[src/rtl/harvard_mem_arbiter.sv]
// Shares one single-port memory between the fetch and data channels of a Harvard core,
// with a watchdog on m_ack. Define ARB_DPRIO_EN for fixed data priority (default round-robin).
module harvard_mem_arbiter #(
    parameter int unsigned AW      = 32,
    parameter int unsigned DW      = 32,
    parameter int unsigned TIMEOUT = 1024,
    parameter int unsigned TW      = 16
) (
    input  logic          clk,
    input  logic          nreset,

    input  logic          i_req,
    input  logic [AW-1:0] i_addr,
    output logic          i_ack,
    output logic [DW-1:0] i_rdata,
    output logic          i_abort,

    input  logic          d_req,
    input  logic [AW-1:0] d_addr,
    input  logic          d_wr,
    input  logic [DW-1:0] d_wdata,
    output logic          d_ack,
    output logic [DW-1:0] d_rdata,
    output logic          d_abort,

    output logic          m_req,
    output logic [AW-1:0] m_addr,
    output logic          m_wr,
    output logic [DW-1:0] m_wdata,
    input  logic          m_ack,
    input  logic [DW-1:0] m_rdata,
    input  logic          m_abort
);

    typedef enum logic [1:0] {
        IDLE,
        MREQ,
        MRTZ,
        RESP
    } state_t;

    state_t        state;
    logic          gnt_d;
    logic [TW-1:0] wdog;
    logic          pick_d;
    logic          chan_req;
    logic          timeout_hit;

`ifndef ARB_DPRIO_EN
    logic          last_d;
`endif

    always_comb begin
`ifdef ARB_DPRIO_EN
        pick_d = d_req;
`else
        // On a tie the channel not served last wins; a lone request always wins.
        pick_d = d_req & (~i_req | ~last_d);
`endif
    end

    assign chan_req    = gnt_d ? d_req : i_req;
    assign timeout_hit = (TIMEOUT != 0) && (wdog == TW'(TIMEOUT - 1));

    always_ff @(posedge clk or negedge nreset) begin
        if (!nreset) begin
            state   <= IDLE;
            gnt_d   <= 1'b0;
`ifndef ARB_DPRIO_EN
            last_d  <= 1'b1;
`endif
            wdog    <= '0;
            i_ack   <= 1'b0;
            i_rdata <= '0;
            i_abort <= 1'b0;
            d_ack   <= 1'b0;
            d_rdata <= '0;
            d_abort <= 1'b0;
            m_req   <= 1'b0;
            m_addr  <= '0;
            m_wr    <= 1'b0;
            m_wdata <= '0;
        end else begin
            case (state)
                IDLE: begin
                    if ((i_req | d_req) & ~m_ack) begin
                        gnt_d   <= pick_d;
                        m_addr  <= pick_d ? d_addr : i_addr;
                        m_wr    <= pick_d & d_wr;
                        m_wdata <= pick_d ? d_wdata : '0;
                        m_req   <= 1'b1;
                        state   <= MREQ;
                    end
                end

                MREQ: begin
                    wdog <= wdog + TW'(1);
                    if (m_ack) begin
                        if (gnt_d) begin
                            d_rdata <= m_rdata;
                            d_abort <= m_abort;
                        end else begin
                            i_rdata <= m_rdata;
                            i_abort <= m_abort;
                        end
                        m_req <= 1'b0;
                        state <= MRTZ;
                    end else if (timeout_hit) begin
                        // Abandon the access and answer the requester directly.
                        if (gnt_d) begin
                            d_rdata <= '0;
                            d_abort <= 1'b1;
                            d_ack   <= 1'b1;
                        end else begin
                            i_rdata <= '0;
                            i_abort <= 1'b1;
                            i_ack   <= 1'b1;
                        end
                        m_req <= 1'b0;
                        state <= RESP;
                    end
                end

                MRTZ: begin
                    if (!m_ack) begin
                        if (gnt_d) d_ack <= 1'b1;
                        else       i_ack <= 1'b1;
                        state <= RESP;
                    end
                end

                RESP: begin
                    if (!chan_req) begin
                        i_ack  <= 1'b0;
                        d_ack  <= 1'b0;
`ifndef ARB_DPRIO_EN
                        last_d <= gnt_d;
`endif
                        wdog   <= '0;
                        state  <= IDLE;
                    end
                end

                default: state <= IDLE;
            endcase
        end
    end

endmodule

[config.mk]
export PLATFORM = sky130hd
export DESIGN_NAME = harvard_mem_arbiter
export DESIGN_NICKNAME = d
export VERILOG_FILES = /design/src/rtl/harvard_mem_arbiter.sv
export SDC_FILE = /design/constraint.sdc
export NUM_CORES = 1
export LEC_CHECK = 0
export CAP_MARGIN = 20
export CORE_MARGIN = 2
export CORE_UTILIZATION = 30
export CTS_CLUSTER_SIZE = 28
export DETAILED_ROUTE_END_ITERATION = 10
export SLEW_MARGIN = 20
export SYNTH_ARGS = -nofsm -noshare
export SYNTH_HDL_FRONTEND = slang
export SYNTH_SLANG_ARGS = --single-unit
[constraint.sdc]
create_clock -name clk -period 2.09 [get_ports clk]
set_input_delay 0.3135 -clock clk [delete_from_list [all_inputs] [get_ports clk]]
set_output_delay 0.3135 -clock clk [all_outputs]
set_load 0.1 [all_outputs]
-- Word-level counts from Yosys, hierarchy flattened
Index checks and enable logic that the tools add are counted.
- $add $sub $neg: 1
- equal/unequal tests: 10
- mux-type cells: 42
- bitwise operators: 10
- reductions and logical operators: 13
- operators by type and width (kind ; count):
    $mux 32 ; 10
    $pmux 16 s2 ; 1
    $mux 1 ; 21
    $add 16x1->16 const B ; 1
    $eq 16x10->1 const B ; 1
    $mux 16 ; 1
    $mux 2 ; 5
    $ne 2x2->1 const B ; 5
    $reduce_and 3->1 ; 3
    $pmux 2 s4 ; 1
    $pmux 1 s3 ; 2
    $reduce_and 2->1 ; 3
    $reduce_bool 2->1 ; 3
    $not 1->1 ; 5
    $reduce_and 5->1 ; 1
    $eq 2x2->1 const B ; 2
    $reduce_and 4->1 ; 1
    $and 1x1->1 ; 3
    $ne 3x3->1 const B ; 1
    $reduce_bool 3->1 ; 1
    $eq 2x1->1 const B ; 1
    $logic_not 2->1 ; 1
    $or 1x1->1 ; 2
    $pmux 1 s2 ; 1
- bits in registers: 154
- input bits: 135
- output and inout port bits: 134
- word-level logic and storage cells: 90

-- Logic depth before layout (Yosys ltp)
Gate-level depths: netlist of run 1.
- word-level depth: 4
- gate-level depth with buffers: 9
- mapped depth without buffers: 7

-- Least setup slack after synthesis of run 1
No wires, ideal clock.
- path kind: reg-to-reg
- start point: register wdog[11]
- end point: register state[1]
- setup time: 127 ps
- arrival time: 2103 ps
- data required time: 1963 ps
- path slack: -140 ps
- cell stages (with the launch flop): 6
- buffers on the path: 0
- period minus slack after synthesis: 2230 ps
- cells stage by stage: dfrtp_1 -> or4_1 -> or4_4 -> nor2_4 -> o2111a_1 -> mux2_1
- word-level cells in the longest chain between the ends: 3
- RTL lines (what ; line ; RTL):
    start: declaration ; 44 ; logic [TW-1:0] wdog;
    start signal: assignment ; 97 ; wdog <= wdog + TW'(1);
    $eq 16x10->1 ; 63 ; assign timeout_hit = (TIMEOUT != 0) && (wdog == TW'(TIMEOUT - 1));
    $ne 3x3->1 (no line) ; -- ;
    $reduce_and 4->1 (no line) ; -- ;
    end signal: assignment ; 67 ; state <= IDLE;
    end signal: assignment ; 92 ; state <= MREQ;
    end signal: assignment ; 107 ; state <= MRTZ;
    end: declaration ; 42 ; state_t state;
No other way between the ends.
A chain may end at the register's enable or synchronous reset.

-- Worst setup path in the final report of run 1
- start point: register wdog[15]
- end point: register state[1]
Same word-level chain as after synthesis.

==> impl_results.md, run 1 <==
* IO Pins at 269
* First-pass GRT wire length at 28900 um
* Drc violations at 0
* Die X-Extent at 149 um
* Initial antenna violation count at 0
* CTS max path bufs at 2
* Hold WC Path Type: in -> reg
* Critical-path cell list: or4_1, or4_4, nor2_4, o2111a_2, mux2_4
* Synth Flop Type: dfrtp_1
* Part of the Yosys area used for sequential elements at 60.7%
* P&R area growth vs syn at 54.8%
* Synth Net Count at 708
* FILL cells at 1975
* Clk root buf: clkbuf_16
* Period utilization at 103%
* Clock slew seen by the registers of the worst setup and hold paths at 80 ps
* Drt total wl at 17700 um
* Utilization after layout at 47.0%
* Crit path capture type: flop
* Post-Syn Instances at 568
* Failing checks: negative setup slack
* Layout cell share with drive strength beyond 1 at 24.7%
* Sink Count at 154
* Gp weighted congestion at 0.718
* Initial drt markers at 192
* DR WL met3 at 1720 um
* Final hold vios at 0
* Die Height at 149 um
* Die Footprint at 0.0223 sq mm
* Initial Utilization at 30.4%
* Max frequency at 466 MHz
* Yosys warns at 0
* EDFF count, synth at 0
* Postcts setup bufs at 0
* Critical Path Max Stage Delay at 510 ps
* Startpoint class of the critical path: flop
* Crit Path Max Fanout at 4
* Yosys top cell by area: dfrtp_1
* Synth top area cells: dfrtp_1 60%, a22o_1 8.8%, nand2_1 6.8%
* Nets at 986
* DR vias at 5253
* Req. time, crit path at 2390 ps
* Worst-Margin Slew at 572 ps
* Wire per inst at 15.6 um
* #FFs+latches synth at 154
* Slew Viols, Final at 0
* RSZ-0062 raised after global routing: yes
* CTS tree: yes
* Final Cell Area at 0.00983 sq mm
* Asr flop ratio synth at 100%
* # port buffers at 268
* Crit path time final at 2150 ps
* M1 WL at 7920 um
* Largest net degree at the start of global routing at 78
* Layout Skew at 12.5 ps
* GRT Util Overall at 16.5%
* Area after DPL at 0.00919 sq mm
* Final Worst Setup Slack at -58.2 ps
* Antenna Nets Post-Route at 0
* Top-area cell type share of the netlist area at 60.3%
* Final setup fails at 9
* Vias in the first global route at 5321
* Synth Area per Inst at 11.2 sq um
* Final HPWL DP at 12700 um
* Top sig layer: met4
* Status: finished, violations left
* Max Cap Viol at 0
* Pre-antenna DRT Iters at 4
* Worst skew pair latency at 420 ps
* WL met2 at 7830 um
* WP data arrival at 2450 ps
* Post-Syn Area at 0.00635 sq mm
* Crit Path Class: reg -> reg
* Core Box Area at 0.0209 sq mm
* Number of H-tree levels at 4
* Antenna cells at 0
* Cell variety after synth at 48
* CTS buffer count at 17
* Grt ovf at 0
* Via density at 4.63
* Max stage delay cell, worst path: or4_1
* Relative slew slack at 61.9%
* Core Rows at 53
[cell families after synthesis]
| family | synth area share [%] |
|---|---|
| flip-flops | 60.7 |
| AND/OR/NAND/NOR | 10.8 |
| AO/OA/AOI/OAI | 17.8 |
| multiplexers | 6.03 |
| buffers and inverters | 3.41 |
| adder cells (fa/ha/maj) | 0.985 |
| XOR/XNOR | 0.276 |
[state kept, by name (all words and copies together) (netlist names)]
register and count:
state 2, i_abort 1, last_d 1, m_wdata 32
d_rdata 32, d_ack 1, d_abort 1, m_wr 1
m_addr 32, wdog 16, i_rdata 32, i_ack 1
gnt_d 1, m_req 1
[stage by stage]
stage                     TNS (ps)  instances  setup WS [ps]  hold slack (ps)
after detailed placement      -395       1101          -85.4              340
after global routing         -4050       1134           -135              433
after floorplan              -62.8        568          -62.8             17.9
after global placement       -63.5       1101          -63.5              344
after CTS                     -124       1134          -78.7              408
final                        -82.9       1134          -58.2              428
[cell usage after synthesis (all sizes together), types with 2 or more instances]
master,instances
nor2b,4
inv,8
o211ai,3
or4,2
mux2i,36
dfrtp,153
nand2,115
nand3,7
and2,2
o31ai,2
nand2b,5
a2bb2oi,2
clkbuf,29
nand4,3
o21ai,78
a22o,64
nor2,10
and3,2
buf,11
mux2,2
a21oi,6
a31oi,2
ha,5
[cell usage in the layout, fill, tap and decap left out, drive strengths merged, types with 2 or more instances in the layout]
cell type / n
ha: 5
nand4: 3
nand2b: 5
o211ai: 3
dfrtp: 153
nor2: 10
a31oi: 2
inv: 15
nand3: 7
o31ai: 2
and2: 2
nor2b: 4
a21oi: 6
or4: 2
nand2: 115
o21ai: 78
mux2: 2
and3: 2
clkdlybuf4s50: 133
a2bb2oi: 2
buf: 165
clkbuf: 17
clkinv: 8
mux2i: 36
a22o: 64
[layer usage]
metal  up-vias  GRT usage [%]
met5         -              0
met4         0           5.95
met3        20           6.28
met2       211           24.6
met1      2448           22.0
li1       2574              -
[worst max-delay path, delay by kind of cell, from the launching register on]
family           cells  cell delay, ps
AO/OA/AOI/OAI        1             240
flip-flops           1             370
multiplexers         1             300
AND/OR/NAND/NOR      3            1120
[path summary, 6_finish.rpt]
path / start / cells after the start / slack [ps] / endpoint
worst max-delay path: wdog[15] / 5 / -60 / state[1]
worst min-delay path: d_wdata[22] / 3 / 430 / m_wdata[22]
worst max register to register: wdog[15] / 5 / -60 / state[1]
worst min register to register: m_wdata[8] / 2 / 480 / m_wdata[8]
max in group asynchronous: nreset / 3 / 940 / m_wdata[27]
min in group asynchronous: nreset / 2 / 450 / i_rdata[23]
[layout make-up]
type	instances	area, sq um	area share [%]
Clock inverter	15	194	1.97
Clock buffer	17	425	4.33
Sequential cell	154	3850	39.2
Multi-Input combinational cell	366	2310	23.5
Tap cell	275	344	3.50
Timing Repair Buffer	299	2670	27.2
Inverter	8	30.0	0.306
[repair_timing]
action / in CTS / in global routing
endpoints found under the setup margin: 62 / 69
cloned: 0 / 0
hold endpoints to repair: 54 / 0
pin swaps: 1 / 0
hold buffers: 1 / 0
gates resized for setup: 0 / 2
Power of run 1 is not shown: default switching activity piles up to over one toggle a cycle in this logic, so the estimate is an artifact.
==> inputs of run 2 (changes only) <==
--- a/config.mk
+++ b/config.mk
@@ -10,6 +10,7 @@
 export CORE_UTILIZATION = 30
 export CTS_CLUSTER_SIZE = 28
 export DETAILED_ROUTE_END_ITERATION = 10
+export SETUP_SLACK_MARGIN = 0.3
 export SLEW_MARGIN = 20
 export SYNTH_ARGS = -nofsm -noshare
 export SYNTH_HDL_FRONTEND = slang
==> run 2 against run 1 <==
Net effect: the flow still finishes with violations (negative setup slack); worst setup slack lost 19 ps; count of clock-buffer cells in the layout is the same; final area grew 2.0%; die area is the same; highest routed layer unchanged.
==> impl_results.md, run 2 (synthesis results as in run 1) <==
* Most used cell, CP: or4_4
* Vias in the first global route at 5360 (was 5321)
* Max stage delay cell, worst path: or4_4 (was or4_1)
* Wire per inst at 16.2 um (was 15.6 um)
* First-pass GRT wire length at 28800 um (was 28900 um)
* Crit Path Max Fanout at 4 (unchanged)
* Final Worst Setup Slack at -77.5 ps (was -58.2 ps)
* Final setup fails at 38 (was 9)
* CTS buffer count at 17 (unchanged)
* Worst-Margin Slew at 481 ps (was 572 ps)
* Clk root buf: clkbuf_16 (unchanged)
* Status: finished, violations left (unchanged)
* Max Cap Viol at 0 (unchanged)
* Final Cell Area at 0.0100 sq mm (was 0.00983 sq mm)
* Startpoint class of the critical path: flop (unchanged)
* Initial drt markers at 202 (was 192)
* Die Footprint at 0.0223 sq mm (unchanged)
* Commonest cells after routing, fill and taps aside: 167 x buf_4, 153 x dfrtp_1, 133 x clkdlybuf4s50_1 (was 157 x buf_4, 153 x dfrtp_1, 133 x clkdlybuf4s50_1)
* Nets at 1000 (was 986)
* Layout Skew at 13.5 ps (was 12.5 ps)
* Sink Count at 154 (unchanged)
* RSZ-0062 raised after global routing: yes (unchanged)
* CTS max path bufs at 2 (unchanged)
* Via density at 4.59 (was 4.63)
* Most common cell after layout, fill and taps aside: buf_4 (unchanged)
* Core Box Area at 0.0209 sq mm (unchanged)
* CTS tree: yes (unchanged)
* WP data arrival at 2470 ps (was 2450 ps)
* Core Rows at 53 (unchanged)
* Largest net degree at the start of global routing at 52 (was 78)
* Period utilization at 104% (was 103%)
* Initial Utilization at 30.4% (unchanged)
* Req. time, crit path at 2400 ps (was 2390 ps)
* Antenna Nets Post-Route at 0 (unchanged)
* Die X-Extent at 149 um (unchanged)
* # port buffers at 268 (unchanged)
* Grt ovf at 0 (unchanged)
* P&R area growth vs syn at 57.9% (was 54.8%)
* Gp weighted congestion at 0.737 (was 0.718)
* Crit path time final at 2170 ps (was 2150 ps)
* IO Pins at 269 (unchanged)
* Final HPWL DP at 13000 um (was 12700 um)
* Register area at 0.00385 sq mm (unchanged)
* Number of H-tree levels at 4 (unchanged)
* Cell family with most CP delay: simple AND/OR/NAND/NOR gates (unchanged)
* Max frequency at 461 MHz (was 466 MHz)
* Final hold vios at 0 (unchanged)
* Die Height at 149 um (unchanged)
* Worst path bufs/invs at 0 (unchanged)
* Initial antenna violation count at 0 (unchanged)
* Slew Viols, Final at 0 (unchanged)
* Clock slew seen by the registers of the worst setup and hold paths at 70 ps (was 80 ps)
* Hold WC Path Type: in -> async (was in -> reg)
* Crit path capture type: flop (unchanged)
* Relative slew slack at 67.9% (was 61.9%)
* Antenna cells at 0 (unchanged)
* Critical-path cell list: or4_4, or4_4, nor2_4, o2111a_1, mux2_4 (was or4_1, or4_4, nor2_4, o2111a_2, mux2_4)
* Critical Path Max Stage Delay at 520 ps (was 510 ps)
* Drc violations at 0 (unchanged)
* GRT Util Overall at 16.4% (was 16.5%)
* Crit Path Class: reg -> reg (unchanged)
* Multi-input gate area at 0.00236 sq mm (was 0.00231 sq mm)
* Drt total wl at 18600 um (was 17700 um)
* Pre-antenna DRT Iters at 4 (unchanged)
* Layout cell share with drive strength beyond 1 at 26.6% (was 24.7%)
* Failing checks: negative setup slack (unchanged)
* Area after DPL at 0.00925 sq mm (was 0.00919 sq mm)
* Worst skew pair latency at 430 ps (was 420 ps)
* FILL cells at 1938 (was 1975)
* DR vias at 5275 (was 5253)
-- run 2: cell count changes in the layout (fill, tap and decap cells not counted), sizes merged --
cell,delta
bufinv,+1
clkinvlp,+2
clkinv,-4
buf,+13
inv,+1
clkbuf,+1
-- run 2: per-stage QoR --
step                hold slack, ps  worst slack (ps)  cells  utilization [%]  TNS, ps
finish                         412             -77.5   1148             48.0    -2000
global route                   411              -158   1148             48.0    -6290
CTS                            409             -74.1   1144             47.6     -483
detailed placement             295             -94.3   1107             44.3    -1270
global placement               288             -70.4   1107             44.3     -571
floorplan                     17.9             -61.7    568                -    -61.7
-- run 2: cell type report --
type / count / share of cell area, %
clock inverter: 15 / 1.95
tap: 275 / 3.43
timing repair buffer: 313 / 28.1
clock buffer: 17 / 4.24
multi-input combinational: 366 / 23.5
sequential: 154 / 38.5
inverter: 8 / 0.300
-- run 2: final timing paths --
path / start / end / slack [ps] / cells past startpoint
max: wdog[15] / state[1] / -80 / 5
min: nreset / d_ack / 410 / 2
max reg2reg: wdog[15] / state[1] / -80 / 5
min reg2reg: m_addr[16] / m_addr[16] / 480 / 2
max in group asynchronous: nreset / m_wdata[12] / 1050 / 3
min in group clk: d_wdata[10] / m_wdata[10] / 430 / 3
-- run 2: routing by layer --
layer / part of all wire, % / GRT usage, % / vias to the layer above
met5: 0 / 0 / -
met3: 8.0 / 5.73 / 17
met1: 43 / 21.0 / 2482
li1: - / - / 2590
met2: 47 / 26.4 / 186
met4: 1.2 / 4.95 / 0
-- run 2: worst reg2reg max path, delay by kind of cell, from the launching register on --
kind            cells  cell delay, ps
compound gates      1             240
flops               1             380
mux                 1             310
simple gates        3            1140
-- run 2: timing repair --
item	CTS	global route
gates cloned	0	2
endpoints found under the setup margin	75	76
gates resized for setup	7	6
hold buffers	1	0
hold endpoints to repair	42	0
setup buffers	4	2
pin swaps	2	3
Power of run 2 is left out for the same reason.
==> inputs of run 3 (changes only) <==
--- a/config.mk
+++ b/config.mk
@@ -10,6 +10,7 @@
 export CORE_UTILIZATION = 30
 export CTS_CLUSTER_SIZE = 28
 export DETAILED_ROUTE_END_ITERATION = 10
+export RECOVER_POWER = 25
 export SETUP_SLACK_MARGIN = 0.3
 export SLEW_MARGIN = 20
 export SYNTH_ARGS = -nofsm -noshare
==> constraint.sdc (replaced) <==
create_clock -name clk -period 2.09 [get_ports clk]
set_input_delay 0.5225 -clock clk [delete_from_list [all_inputs] [get_ports clk]]
set_output_delay 0.5225 -clock clk [all_outputs]
set_load 0.1 [all_outputs]
==> run 3 against run 2 <==
Net effect: the run still ends with negative setup slack left; wire length is 3.0% lower; register-to-register slack hardly changed; critical endpoint unchanged; first-iteration DRC count is 0.99% higher; critical path depth stayed put; via count hardly changed; cell count is 0.35% lower; maximum frequency is 0.53% higher; die area stayed put; non-clock buffer count is 4 lower; sequential cell count stayed put; largest cell class unchanged.
==> impl_results.md, run 3 (synthesis results as in run 1) <==
* Cell count along the critical path at 5 (unchanged)
* Crit Path Max Fanout at 4 (unchanged)
* Cell family with most CP delay: simple AND/OR/NAND/NOR gates (unchanged)
* Pre-antenna DRT Iters at 4 (unchanged)
* Hold_sp: m_wdata[8]
* Most common cell after layout, fill and taps aside: buf_4 (unchanged)
* GRT busiest layer: met2 (unchanged)
* Initial drt markers at 204 (was 202)
* Dpl cells at 1108 (was 1107)
* Startpoint class of the critical path: flop (unchanged)
* Antenna cells at 0 (unchanged)
* Hold Path Sink: m_wdata[8]
* CTS buffer count at 17 (unchanged)
* Gp weighted congestion at 0.773 (was 0.737)
* Max stage delay cell, worst path: or4_1 (was or4_4)
* Final setup TNS at -262 ps (was -2000 ps)
* Final setup fails at 22 (was 38)
* Hold slack at 477 ps (was 412 ps)
* Grt ovf at 0 (unchanged)
* Antenna Nets Post-Route at 0 (unchanged)
* Vias in the first global route at 5149 (was 5360)
* DR vias at 5273 (was 5275)
* Die Height at 149 um (unchanged)
* Max Cap Viol at 0 (unchanged)
* Clock slew seen by the registers of the worst setup and hold paths at 70 ps (about the same)
* Initial Utilization at 30.4% (unchanged)
* Drt total wl at 18000 um (was 18600 um)
* Met1 Use GR at 21.9% (was 21.0%)
* Crit path capture type: flop (unchanged)
* Wire per inst at 15.7 um (was 16.2 um)
* Nets at 996 (was 1000)
* Via density at 4.61 (was 4.59)
* Relative slew slack at 41.7% (was 67.9%)
* Worst R2R Start: wdog[15] (unchanged)
* Layout cell share with drive strength beyond 1 at 26.6% (about the same)
* Die Footprint at 0.0223 sq mm (unchanged)
* FILL cells at 1963 (was 1938)
* Slew Viols, Final at 0 (unchanged)
* # port buffers at 268 (unchanged)
* Req. time, crit path at 2390 ps (was 2400 ps)
* WP data arrival at 2460 ps (was 2470 ps)
* Die X-Extent at 149 um (unchanged)
* CTS tree: yes (unchanged)
* R2r setup slk at -70 ps (was -80 ps)
* First-pass GRT wire length at 28200 um (was 28800 um)
* Status: finished, violations left (unchanged)
* Layout Skew at 10.7 ps (was 13.5 ps)
* IO Pins at 269 (unchanged)
* Crit path time final at 2160 ps (was 2170 ps)
* Period utilization at 103% (was 104%)
* CTS max path bufs at 2 (unchanged)
* Critical Path Max Stage Delay at 510 ps (was 520 ps)
* RSZ-0062 raised after global routing: yes (unchanged)
* Met3 GRT Util at 5.82% (was 5.73%)
* Final HPWL DP at 13000 um (about the same)
* R2r endpoint: state[1] (unchanged)
* Worst reg2reg path depth at 5 (unchanged)
* Hold path depth at 2
* Global Route met2 Usage at 24.0% (was 26.4%)
* Crit Path Class: reg -> reg (unchanged)
* Max frequency at 464 MHz (was 461 MHz)
* Final hold vios at 0 (unchanged)
* Sink Count at 154 (unchanged)
* Worst path bufs/invs at 0 (unchanged)
* Failing checks: negative setup slack (unchanged)
* Hold WC Path Type: reg -> reg (was in -> async)
* P&R area growth vs syn at 56.7% (was 57.9%)
* Core Rows at 53 (unchanged)
* Commonest cells after routing, fill and taps aside: 163 x buf_4, 153 x dfrtp_1, 133 x clkdlybuf4s50_1 (was 167 x buf_4, 153 x dfrtp_1, 133 x clkdlybuf4s50_1)
* Clk root buf: clkbuf_16 (unchanged)
* Number of H-tree levels at 4 (unchanged)
* Worst skew pair latency at 420 ps (was 430 ps)
* Critical-path cell list: or4_1, or4_4, nor2_4, o2111a_1, mux2_4 (was or4_4, or4_4, nor2_4, o2111a_1, mux2_4)
* Initial antenna violation count at 0 (unchanged)
* Final Worst Setup Slack at -66.0 ps (was -77.5 ps)
* Non-Filler Instances at 1144 (was 1148)
* Setup WS pre-CTS at -88.8 ps (was -94.3 ps)
* Largest net degree at the start of global routing at 61 (was 52)
* Worst-Margin Slew at 875 ps (was 481 ps)
* GRT Util Overall at 16.1% (was 16.4%)
* Core Box Area at 0.0209 sq mm (unchanged)
* Drc violations at 0 (unchanged)
run 3: cell count changes in the layout (fill, tap and decap cells not counted), sizes merged:
cell / previous run / this run
clkinv: 4 / 3
inv: 16 / 17
clkbuf: 18 / 19
clkinvlp: 2 / 3
buf: 178 / 173
bufinv: 1 / 0
run 3: timing repair:
| action | 4_1_cts | 5_1_grt |
|---|---|---|
| buffers inserted | 0 | 3 |
| resized for setup | 1 | 14 |
| endpoints found under the hold margin | 17 | 0 |
| hold buffers | 1 | 0 |
| pin swaps | 2 | 4 |
| setup endpoints to repair | 74 | 80 |
| cloned | 0 | 0 |
run 3: final cells by class:
cell class,count,area (sq um),share of cell area [%]
inverter,8,30.0,0.302
tap,275,344,3.46
sequential,154,3850,38.8
timing repair buffer,309,2770,27.8
multi-input combinational,366,2380,23.9
clock buffer,17,425,4.28
clock inverter,15,149,1.50
run 3: through the flow:
stage / area (sq um) / util, %
floorplan: 6380 / -
global route: 9950 / 47.6
detailed placement: 9300 / 44.5
finish: 9950 / 47.6
CTS: 9890 / 47.3
global placement: 9300 / 44.5
run 3: worst register-to-register path: cells and delay by family (launching register included):
family,cells,cell delay [ps]
simple gates,3,1130
flops,1,370
mux,1,310
compound gates,1,240
run 3: per-layer routing:
layer / vias up / share of wire, %
li1: 2594 / -
met1: 2427 / 45
met2: 231 / 44
met3: 21 / 10
met4: 0 / 1.4
met5: - / 0
run 3: worst max path at each step:
stage / startpoint / endpoint / slack (ps)
final: wdog[15] / state[1] / -70
after global routing: wdog[15] / state[1] / -120
after CTS: wdog[15] / state[1] / -70
after detailed placement: wdog[15] / state[1] / -90
after global placement: wdog[15] / state[1] / -80
after floorplan: wdog[10] / state[1] / -60
Power of run 3 is left out for the same reason.
